[config.mk]
export PLATFORM = sky130hd
export DESIGN_NAME = serial_full_adder
export DESIGN_NICKNAME = d
export VERILOG_FILES = /design/src/rtl/arith_pkg.sv /design/src/rtl/serial_full_adder_fa.sv /design/src/rtl/serial_full_adder.sv
export SDC_FILE = /design/constraint.sdc
export NUM_CORES = 1
export LEC_CHECK = 0
export BUFFER_PORTS_ARGS = -buffer_cell sky130_fd_sc_hd__buf_2
export CORE_UTILIZATION = 55
export CTS_CLUSTER_DIAMETER = 60
export DETAILED_ROUTE_END_ITERATION = 16
export GPL_TIMING_DRIVEN = 1
export MAX_ROUTING_LAYER = met4
export PLACE_DENSITY = 0.81
export SYNTH_ARGS = -nofsm -noshare
export SYNTH_HDL_FRONTEND = slang
export SYNTH_SLANG_ARGS = --single-unit
[constraint.sdc]
create_clock -name clk -period 3.3 [get_ports clk]
set_input_delay 0.66 -clock clk [delete_from_list [all_inputs] [get_ports clk]]
set_output_delay 0.66 -clock clk [all_outputs]
set_load 0.05 [all_outputs]
[src/rtl/arith_pkg.sv]
// Shared definitions for the bit-serial arithmetic blocks.
//   state_t    : sequencing states used by serial_full_adder
//   MAX_WIDTH  : largest supported operand width
//   cnt_width(): bit counter width needed to count 0..width without wrapping
package arith_pkg;

  typedef enum logic [1:0] {
    IDLE = 2'd0,
    RUN  = 2'd1,
    DONE = 2'd2
  } state_t;

  localparam int MAX_WIDTH = 32;

  function automatic int cnt_width(input int width);
    return $clog2(width + 1);
  endfunction

endpackage

[src/rtl/serial_full_adder_fa.sv]
// One-bit combinational full-adder cell.
//   a, b : operand bits
//   cin  : carry in
//   sum  : a ^ b ^ cin
//   cout : majority(a, b, cin)
// Port names mirror the full_subtractor cell (a, b, bin/cin) so the two are
// interchangeable in serial datapaths.
module full_adder (
  input  logic a,
  input  logic b,
  input  logic cin,
  output logic sum,
  output logic cout
);

  assign sum  = a ^ b ^ cin;
  assign cout = (a & b) | (a & cin) | (b & cin);

endmodule

[src/rtl/serial_full_adder.sv]
// Bit-serial WIDTH-bit adder: one full-adder cell plus a carry flop.
// Operands are captured on an accepted start, added LSB-first one bit per
// clock, and the result is presented in parallel with a one-cycle done pulse.
//   clk   : rising-edge clock
//   rst   : asynchronous active-high reset
//   start : begin an addition (only honoured in IDLE)
//   a, b  : operands, captured on acceptance
//   cin   : carry in, captured on acceptance
//   busy  : high while bits are being processed
//   done  : one-cycle pulse, sum/cout valid
//   sum   : a + b + cin mod 2^WIDTH, held until the next result
//   cout  : carry out of the MSB, held with sum
//
// state | meaning
// IDLE  | waiting for start
// RUN   | adding one bit per clock, LSB first
// DONE  | result just latched, done pulse for one cycle
module serial_full_adder
  import arith_pkg::*;
#(
  parameter int WIDTH = 8
) (
  input  logic             clk,
  input  logic             rst,
  input  logic             start,
  input  logic [WIDTH-1:0] a,
  input  logic [WIDTH-1:0] b,
  input  logic             cin,
  output logic             busy,
  output logic             done,
  output logic [WIDTH-1:0] sum,
  output logic             cout
);

  localparam int             CW   = cnt_width(WIDTH);
  localparam logic [CW-1:0]  LAST = CW'(WIDTH - 1);

  state_t           state;
  logic [WIDTH-1:0] a_sh;
  logic [WIDTH-1:0] b_sh;
  logic [WIDTH-1:0] s_sh;
  logic [WIDTH-1:0] s_sh_next;
  logic             carry;
  logic [CW-1:0]    cnt;
  logic             fa_sum;
  logic             fa_cout;

  full_adder u_fa (
    .a   (a_sh[0]),
    .b   (b_sh[0]),
    .cin (carry),
    .sum (fa_sum),
    .cout(fa_cout)
  );

  // New sum bit enters at the MSB; written as a shift/or so WIDTH=1 needs no
  // special-case slice.
  assign s_sh_next = (s_sh >> 1) | (WIDTH'(fa_sum) << (WIDTH - 1));

  assign busy = (state == RUN);
  assign done = (state == DONE);

  always_ff @(posedge clk or posedge rst) begin
    if (rst) begin
      state <= IDLE;
      a_sh  <= '0;
      b_sh  <= '0;
      s_sh  <= '0;
      carry <= 1'b0;
      cnt   <= '0;
      sum   <= '0;
      cout  <= 1'b0;
    end else begin
      case (state)
        IDLE: begin
          if (start) begin
            a_sh  <= a;
            b_sh  <= b;
            carry <= cin;
            cnt   <= '0;
            state <= RUN;
          end
        end
        RUN: begin
          carry <= fa_cout;
          a_sh  <= a_sh >> 1;
          b_sh  <= b_sh >> 1;
          s_sh  <= s_sh_next;
          // Counter reaches WIDTH on the last bit; CW is sized so it never wraps.
          cnt   <= cnt + CW'(1);
          if (cnt == LAST) begin
            sum   <= s_sh_next;
            cout  <= fa_cout;
            state <= DONE;
          end
        end
        DONE:    state <= IDLE;
        default: state <= IDLE;
      endcase
    end
  end

endmodule

==> results of run 1 <==
[final cells by class]
type                       count  area (µm²)
clock buffer                   6        51.3
timing repair buffer          32         165
tap                           31        38.8
clock inverter                 2        35.0
fill                         228         893
sequential                    39         976
inverter                       2        7.51
multi-input combinational    103         638
[power breakdown]
group	switching, µW	total, µW	internal (µW)	leakage, µW
logic	494	773	279	0.000404
registers	178	855	677	0.000505
clock network	156	335	179	0.0000482
[worst paths after layout]
check	cells past startpoint	end	slack (ns)	startpoint
min reg2reg	2	a_sh[2]	0.50	a_sh[2]
max in group asynchronous	3	state[1]	2.56	rst
min	3	s_sh[3]	0.40	rst
max reg2reg	3	sum[4]	1.12	state[0]
min in group clk	2	a_sh[2]	0.50	a_sh[2]
max	3	busy	0.61	state[0]
[cell usage after synthesis]
| master | count |
|---|---|
| sky130_fd_sc_hd__a22o_1 | 4 |
| sky130_fd_sc_hd__a22oi_1 | 11 |
| sky130_fd_sc_hd__o21ai_0 | 16 |
| sky130_fd_sc_hd__mux2_2 | 9 |
| sky130_fd_sc_hd__clkinv_1 | 1 |
| sky130_fd_sc_hd__buf_2 | 4 |
| sky130_fd_sc_hd__nor2b_1 | 3 |
| sky130_fd_sc_hd__o21bai_1 | 1 |
| sky130_fd_sc_hd__nand2b_1 | 1 |
| sky130_fd_sc_hd__nand3_1 | 1 |
| sky130_fd_sc_hd__dfrtp_1 | 39 |
| sky130_fd_sc_hd__nor3_4 | 1 |
| sky130_fd_sc_hd__mux2i_1 | 1 |
| sky130_fd_sc_hd__and3b_1 | 5 |
| sky130_fd_sc_hd__nand2_1 | 38 |
| sky130_fd_sc_hd__o31ai_1 | 1 |
| sky130_fd_sc_hd__clkbuf_1 | 4 |
| sky130_fd_sc_hd__and2_1 | 1 |
| sky130_fd_sc_hd__nand2b_2 | 1 |
| sky130_fd_sc_hd__nor2_1 | 1 |
| sky130_fd_sc_hd__ha_1 | 1 |
| sky130_fd_sc_hd__inv_1 | 1 |
| sky130_fd_sc_hd__a21oi_1 | 6 |
| sky130_fd_sc_hd__fa_1 | 1 |
[routing by layer]
| layer | wire length [µm] | GRT usage | share of wire |
|---|---|---|---|
| met1 | 1430 | 0.292 | 0.48 |
| met2 | 1390 | 0.329 | 0.46 |
| met3 | 126 | 0.0507 | 0.042 |
| met4 | 59 | 0.108 | 0.020 |
| met5 | 0 | - | 0 |
[registers in the layout, summed over array words and instances (netlist names)]
signal / flops
state: 2
s_sh: 7
b_sh: 8
cnt: 4
cout: 1
sum: 8
carry: 1
a_sh: 8
[through the flow]
stage               cell area (µm²)  setup slack (ns)   util
finish                         1910             0.605  0.682
CTS                            1910             0.607  0.682
global placement               1830              1.04  0.651
floorplan                      1660              1.17      -
global route                   1910             0.439  0.682
detailed placement             1830             0.986  0.651
[worst register-to-register path: stages, from the launching register on]
cell	delay, ns
sky130_fd_sc_hd__dfrtp_1	0.86
sky130_fd_sc_hd__nand2b_2	0.31
sky130_fd_sc_hd__nor3_4	0.50
sky130_fd_sc_hd__mux2_2	0.40
[kinds of logic (layout without fill, tap and decap cells)]
logic type / count (synthesis) / count (layout) / share of synthesized area
DFF: 39 / 39 / 0.589
buffers and inverters: 10 / 42 / 0.0257
muxes: 10 / 10 / 0.0672
AOI/OAI and AO/OA: 39 / 39 / 0.147
and+or+nand+nor: 52 / 52 / 0.152
adders and majority gates: 2 / 2 / 0.0196
==> out/metrics.csv, run 1 <==
stage,metric,value,unit
drt,detail_route.wl_per_cell,14.0,µm
timing,fmax,0.371,GHz
floorplanning,die_y,56.9,µm
worst_setup_path,setup.worst_path.end_class,primary output,
worst_setup_path,crit_path_max_fanout,27,
worst_setup_path,cp_data_required_time,2.64,ns
timing,final_period_minus_worst_setup_slack,2.69,ns
synth,syn-instance-count,152,
cts,tritoncts_sink_count,39,
synth,synth_top_area_frac,0.589,
power_and_ir_drop,power.leakage,0.000958,µW
job,max_cap_violations,0,
floorplanning,std_cell_rows,19,
outcome,outcome,completed,
synth,yosys.cell_types.count,24,
worst_setup_path,start_kind,flop,
final_layout,flow.area_growth_from_synthesis,15.4,%
floorplanning,start_util,0.591,
worst_hold_path,worstHoldPathType,input pin to asynchronous set/reset pin,
placement,port_buffers,30,
synth,register_area_share_after_synthesis,0.589,
drt,drt_iter0_drc,20,
power_and_ir_drop,design_power_total,1960,µW
drt,wl,3.01,mm
final_layout,num_antenna_cells,0,
floorplanning,chipWidth,56.9,µm
synth,synth_area_per_cell,10.9,µm²
synth,netlist.top_cell.by_area,sky130_fd_sc_hd__dfrtp_1,
worst_setup_path,library_cell_contributing_the_largest_single_delay_on_the_critical_path,sky130_fd_sc_hd__dfrtp_1,
synth,synth_fp_nets,174,
final_layout,layout_commonest_cell,sky130_fd_sc_hd__dfrtp_1,
drt,routed-via-count,1209,
timing,grt_setup_unrepaired,false,
final_layout,final_layout_size_suffix_gt1_frac,0.277,
cts,latest_clock_arrival_within_the_worst_skew_pair,0.35,ns
timing,fin_tns_setup,0,ns
power_and_ir_drop,cellPowerDensity,1030,mW/mm²
worst_setup_path,cp_top_family,flip-flops,
final_layout,design.final.nets,205,
grt,global_route_wire_length_before_repair,5.20,mm
timing,finalSetupViolations,0,
synth,synth.area.top_cells,"sky130_fd_sc_hd__dfrtp_1 59%, sky130_fd_sc_hd__nand2_1 8.6%, sky130_fd_sc_hd__mux2_2 6.1%",
drt,remaining_drc_errors,0,
synth,synth-seq-cells,39,
timing,hold_worst_slack,0.395,ns
placement,placed_cells,207,
grt,grt_start_max_net_pins,40,
cts,buffers_inserted_during_post_cts_setup_optimization,0,
timing,slew_headroom,0.484,
cts,postCtsResizedCells,0,
drt,drtAntennaViolNets,0,
worst_setup_path,cp_slowest_stage_delay,0.86,ns
worst_setup_path,crit_path_cell_trace,nand2b_2 > clkinv_1 > buf_2,
final_layout,layoutNonFillerInstCount,215,
worst_setup_path,path_class,flop to primary output,
cts,numCtsBuffers,5,
grt,number_of_global_route_vias_before_repair,1183,
timing,tightestPinTransition,0.774,ns
floorplanning,core-area,0.00281,mm²
cts,clock_tree.buffer_depth,2,
timing,report.final.slew_viol_count,0,
grt,groute.usage.overall,0.223,
synth,synthesis.area,0.00166,mm²
cts,cts_tree,yes,
floorplanning,floorplan.io_pins,31,
worst_setup_path,critPathArrivalTime,2.03,ns
timing,fin_skew,0.0116,ns
worst_setup_path,critPathBufInv,2,
cts,clock-root-buffer,sky130_fd_sc_hd__clkbuf_4,
final_layout,final_cell_mix,"39 x sky130_fd_sc_hd__dfrtp_1, 38 x sky130_fd_sc_hd__nand2_1, 30 x sky130_fd_sc_hd__buf_2",
drt,viasPerCell,5.62,
power_and_ir_drop,worst_case_vdd_ir_drop,0.000726,V
cts,holdBufCountCts,0,
timing,post-route-period-util,0.817,
timing,final-hold-violation-count,0,
floorplanning,die-area,0.00324,mm²
grt,number_of_antenna_violations_at_the_first_check_in_global_routing,0,
grt,grt.overflow.total,0,
placement,routability_cong,0.784,
synth,synthesis.yosys.warnings,0,
cts,clk_transition_reported_paths,0.12,ns
drt,dr.pass1.iters,4,
cts,cts_h_tree_depth,2,
placement,place.detailed.hpwl,2.02,mm
Note: power is estimated with default switching activity, not from simulation.
==> run 2: changes to the inputs <==
--- a/config.mk
+++ b/config.mk
@@ -6,12 +6,12 @@
 export NUM_CORES = 1
 export LEC_CHECK = 0
 export BUFFER_PORTS_ARGS = -buffer_cell sky130_fd_sc_hd__buf_2
-export CORE_UTILIZATION = 55
+export CORE_UTILIZATION = 48
 export CTS_CLUSTER_DIAMETER = 60
 export DETAILED_ROUTE_END_ITERATION = 16
 export GPL_TIMING_DRIVEN = 1
 export MAX_ROUTING_LAYER = met4
-export PLACE_DENSITY = 0.81
+export PLACE_DENSITY = 0.75
 export SYNTH_ARGS = -nofsm -noshare
 export SYNTH_HDL_FRONTEND = slang
 export SYNTH_SLANG_ARGS = --single-unit
==> constraint.sdc (replaced) <==
create_clock -name clk -period 2.32 [get_ports clk]
set_input_delay 0.464 -clock clk [delete_from_list [all_inputs] [get_ports clk]]
set_output_delay 0.464 -clock clk [all_outputs]
set_load 0.05 [all_outputs]
==> out/metrics.csv, run 2 (same netlist as run 1, synthesis figures left out) <==
stage,metric,value,unit,change
outcome,outcome,completed,,
timing,final-hold-violation-count,0,,unchanged
timing,final_period_minus_worst_setup_slack,1.99,ns,
power_and_ir_drop,power.leakage,0.000949,µW,-0.94%
power_and_ir_drop,cellPowerDensity,1400,mW/mm²,+37%
cts,clock_tree.buffer_depth,2,,unchanged
floorplanning,chipWidth,60.7,µm,+6.8%
grt,groute.usage.overall,0.215,,-0.00803
final_layout,largestRegisters,"a_sh (8), b_sh (8), sum (8)",,
worst_setup_path,crit_path_max_fanout,11,,-59%
final_layout,layoutNonFillerInstCount,229,,+6.5%
cts,postCtsResizedCells,0,,unchanged
worst_setup_path,cp_data_required_time,1.86,ns,-0.78 ns
cts,clock-root-buffer,sky130_fd_sc_hd__clkbuf_4,,
timing,post-route-period-util,0.860,,
placement,routability_cong,0.714,,-8.9%
timing,fin_skew,0.00730,ns,-0.00428 ns
timing,fmax,0.501,GHz,
timing,report.final.slew_viol_count,0,,unchanged
final_layout,design.final.nets,208,,+1.5%
cts,numCtsBuffers,5,,unchanged
drt,viasPerCell,5.36,,-4.6%
worst_hold_path,worstHoldPathType,input pin to asynchronous set/reset pin,,
floorplanning,floorplan.io_pins,31,,unchanged
worst_setup_path,setup.worst_path.end_class,primary output,,
cts,cts_h_tree_depth,2,,unchanged
cts,latest_clock_arrival_within_the_worst_skew_pair,0.34,ns,about the same
timing,slew_headroom,0.486,,+0.00255
drt,routed-via-count,1228,,+1.6%
timing,finalSetupViolations,0,,unchanged
cts,cts_tree,yes,,
drt,remaining_drc_errors,0,,unchanged
cts,buffers_inserted_during_post_cts_setup_optimization,0,,unchanged
worst_setup_path,critPathArrivalTime,1.53,ns,-0.50 ns
grt,number_of_global_route_vias_before_repair,1184,,+0.085%
job,max_cap_violations,0,,unchanged
floorplanning,start_util,0.525,,-0.0651
final_layout,layout_commonest_cell,sky130_fd_sc_hd__dfrtp_1,,
worst_setup_path,start_kind,flop,,
drt,drtAntennaViolNets,0,,unchanged
grt,grt_start_max_net_pins,40,,unchanged
drt,wl,3.15,mm,+4.7%
power_and_ir_drop,worst_case_vdd_ir_drop,0.000587,V,-19%
floorplanning,die_y,60.7,µm,+6.8%
final_layout,final_layout_size_suffix_gt1_frac,0.276,,-0.00150
placement,placed_cells,223,,+7.7%
drt,dr.pass1.iters,4,,unchanged
timing,grt_setup_unrepaired,false,,
final_layout,final_cell_mix,"39 x sky130_fd_sc_hd__dfrtp_1, 38 x sky130_fd_sc_hd__nand2_1, 30 x sky130_fd_sc_hd__buf_2",,
timing,tightestPinTransition,0.769,ns,-0.00541 ns
cts,holdBufCountCts,0,,unchanged
floorplanning,core-area,0.00315,mm²,+12%
final_layout,flow.area_growth_from_synthesis,15.0,%,
floorplanning,std_cell_rows,20,,+1
cts,tritoncts_sink_count,39,,unchanged
grt,global_route_wire_length_before_repair,5.38,mm,+3.5%
worst_setup_path,path_class,flop to primary output,,
placement,place.detailed.hpwl,2.15,mm,+6.7%
floorplanning,die-area,0.00369,mm²,+14%
drt,detail_route.wl_per_cell,13.8,µm,-1.7%
final_layout,num_antenna_cells,0,,unchanged
placement,port_buffers,30,,unchanged
cts,clk_transition_reported_paths,0.11,ns,about the same
grt,grt.overflow.total,0,,unchanged
timing,fin_tns_setup,0,ns,unchanged
drt,drt_iter0_drc,61,,+200%
grt,number_of_antenna_violations_at_the_first_check_in_global_routing,0,,unchanged
[run 2: changes by cell type in the layout (fill, tap and decap cells not counted)]
cell / previous run / this run
sky130_fd_sc_hd__buf_4: 2 / 5
sky130_fd_sc_hd__bufinv_16: 1 / 0
sky130_fd_sc_hd__clkbuf_1: 0 / 1
sky130_fd_sc_hd__clkbuf_8: 1 / 0
sky130_fd_sc_hd__clkinv_2: 1 / 0
[run 2: metrics by stage]
stage | hold WS, ns | power (µW) | util | instance area (µm²) | worst slack [ns]
2_1_floorplan | 0.440 | 2070 | - | 1660 | 0.382
3_3_place_gp | 0.462 | 2330 | 0.591 | 1860 | 0.658
3_5_place_dp | 0.471 | 2380 | 0.591 | 1860 | 0.643
4_1_cts | 0.217 | 2700 | 0.604 | 1910 | 0.305
5_1_grt | 0.247 | 2880 | 0.604 | 1910 | 0.216
6_report | 0.227 | 2670 | 0.604 | 1910 | 0.325
[run 2: layer usage]
metal,track usage,routed length (µm),vias up,share of wire
met2,0.325,1470,31,0.47
met1,0.272,1490,598,0.47
met5,-,0,-,0
met4,0.0974,55,0,0.017
li1,-,-,595,-
met3,0.0576,136,4,0.043
[run 2: layout make-up]
class / count / area, µm²
fill: 281 / 1250
sequential: 39 / 976
multi-input combinational: 103 / 638
timing repair buffer: 35 / 188
tap: 44 / 55.1
clock buffer: 6 / 41.3
inverter: 2 / 7.51
[run 2: worst paths after layout]
| path | from | end | slack [ns] | cells past startpoint |
|---|---|---|---|---|
| setup reg to reg | state[0] | a_sh[7] | 0.62 | 4 |
| hold / removal | rst | b_sh[1] | 0.23 | 3 |
| max in group asynchronous | rst | cout | 1.76 | 3 |
| min in group clk | b[7] | b_sh[7] | 0.34 | 2 |
| hold reg to reg | b_sh[4] | b_sh[4] | 0.49 | 2 |
| setup / recovery | state[1] | busy | 0.33 | 3 |
[run 2: critical path, cell delays in order, from the launching register on]
cell and delay (ns):
sky130_fd_sc_hd__dfrtp_1 0.37, sky130_fd_sc_hd__nand2b_2 0.27, sky130_fd_sc_hd__clkinv_1 0.28, sky130_fd_sc_hd__buf_2 0.29
[run 2: where the power goes]
| part | switching [µW] | total (µW) | internal, µW |
|---|---|---|---|
| Combinational | 794 | 1220 | 421 |
| Sequential | 183 | 1150 | 965 |
| Clock | 201 | 309 | 108 |
| Total | 1180 | 2670 | 1490 |
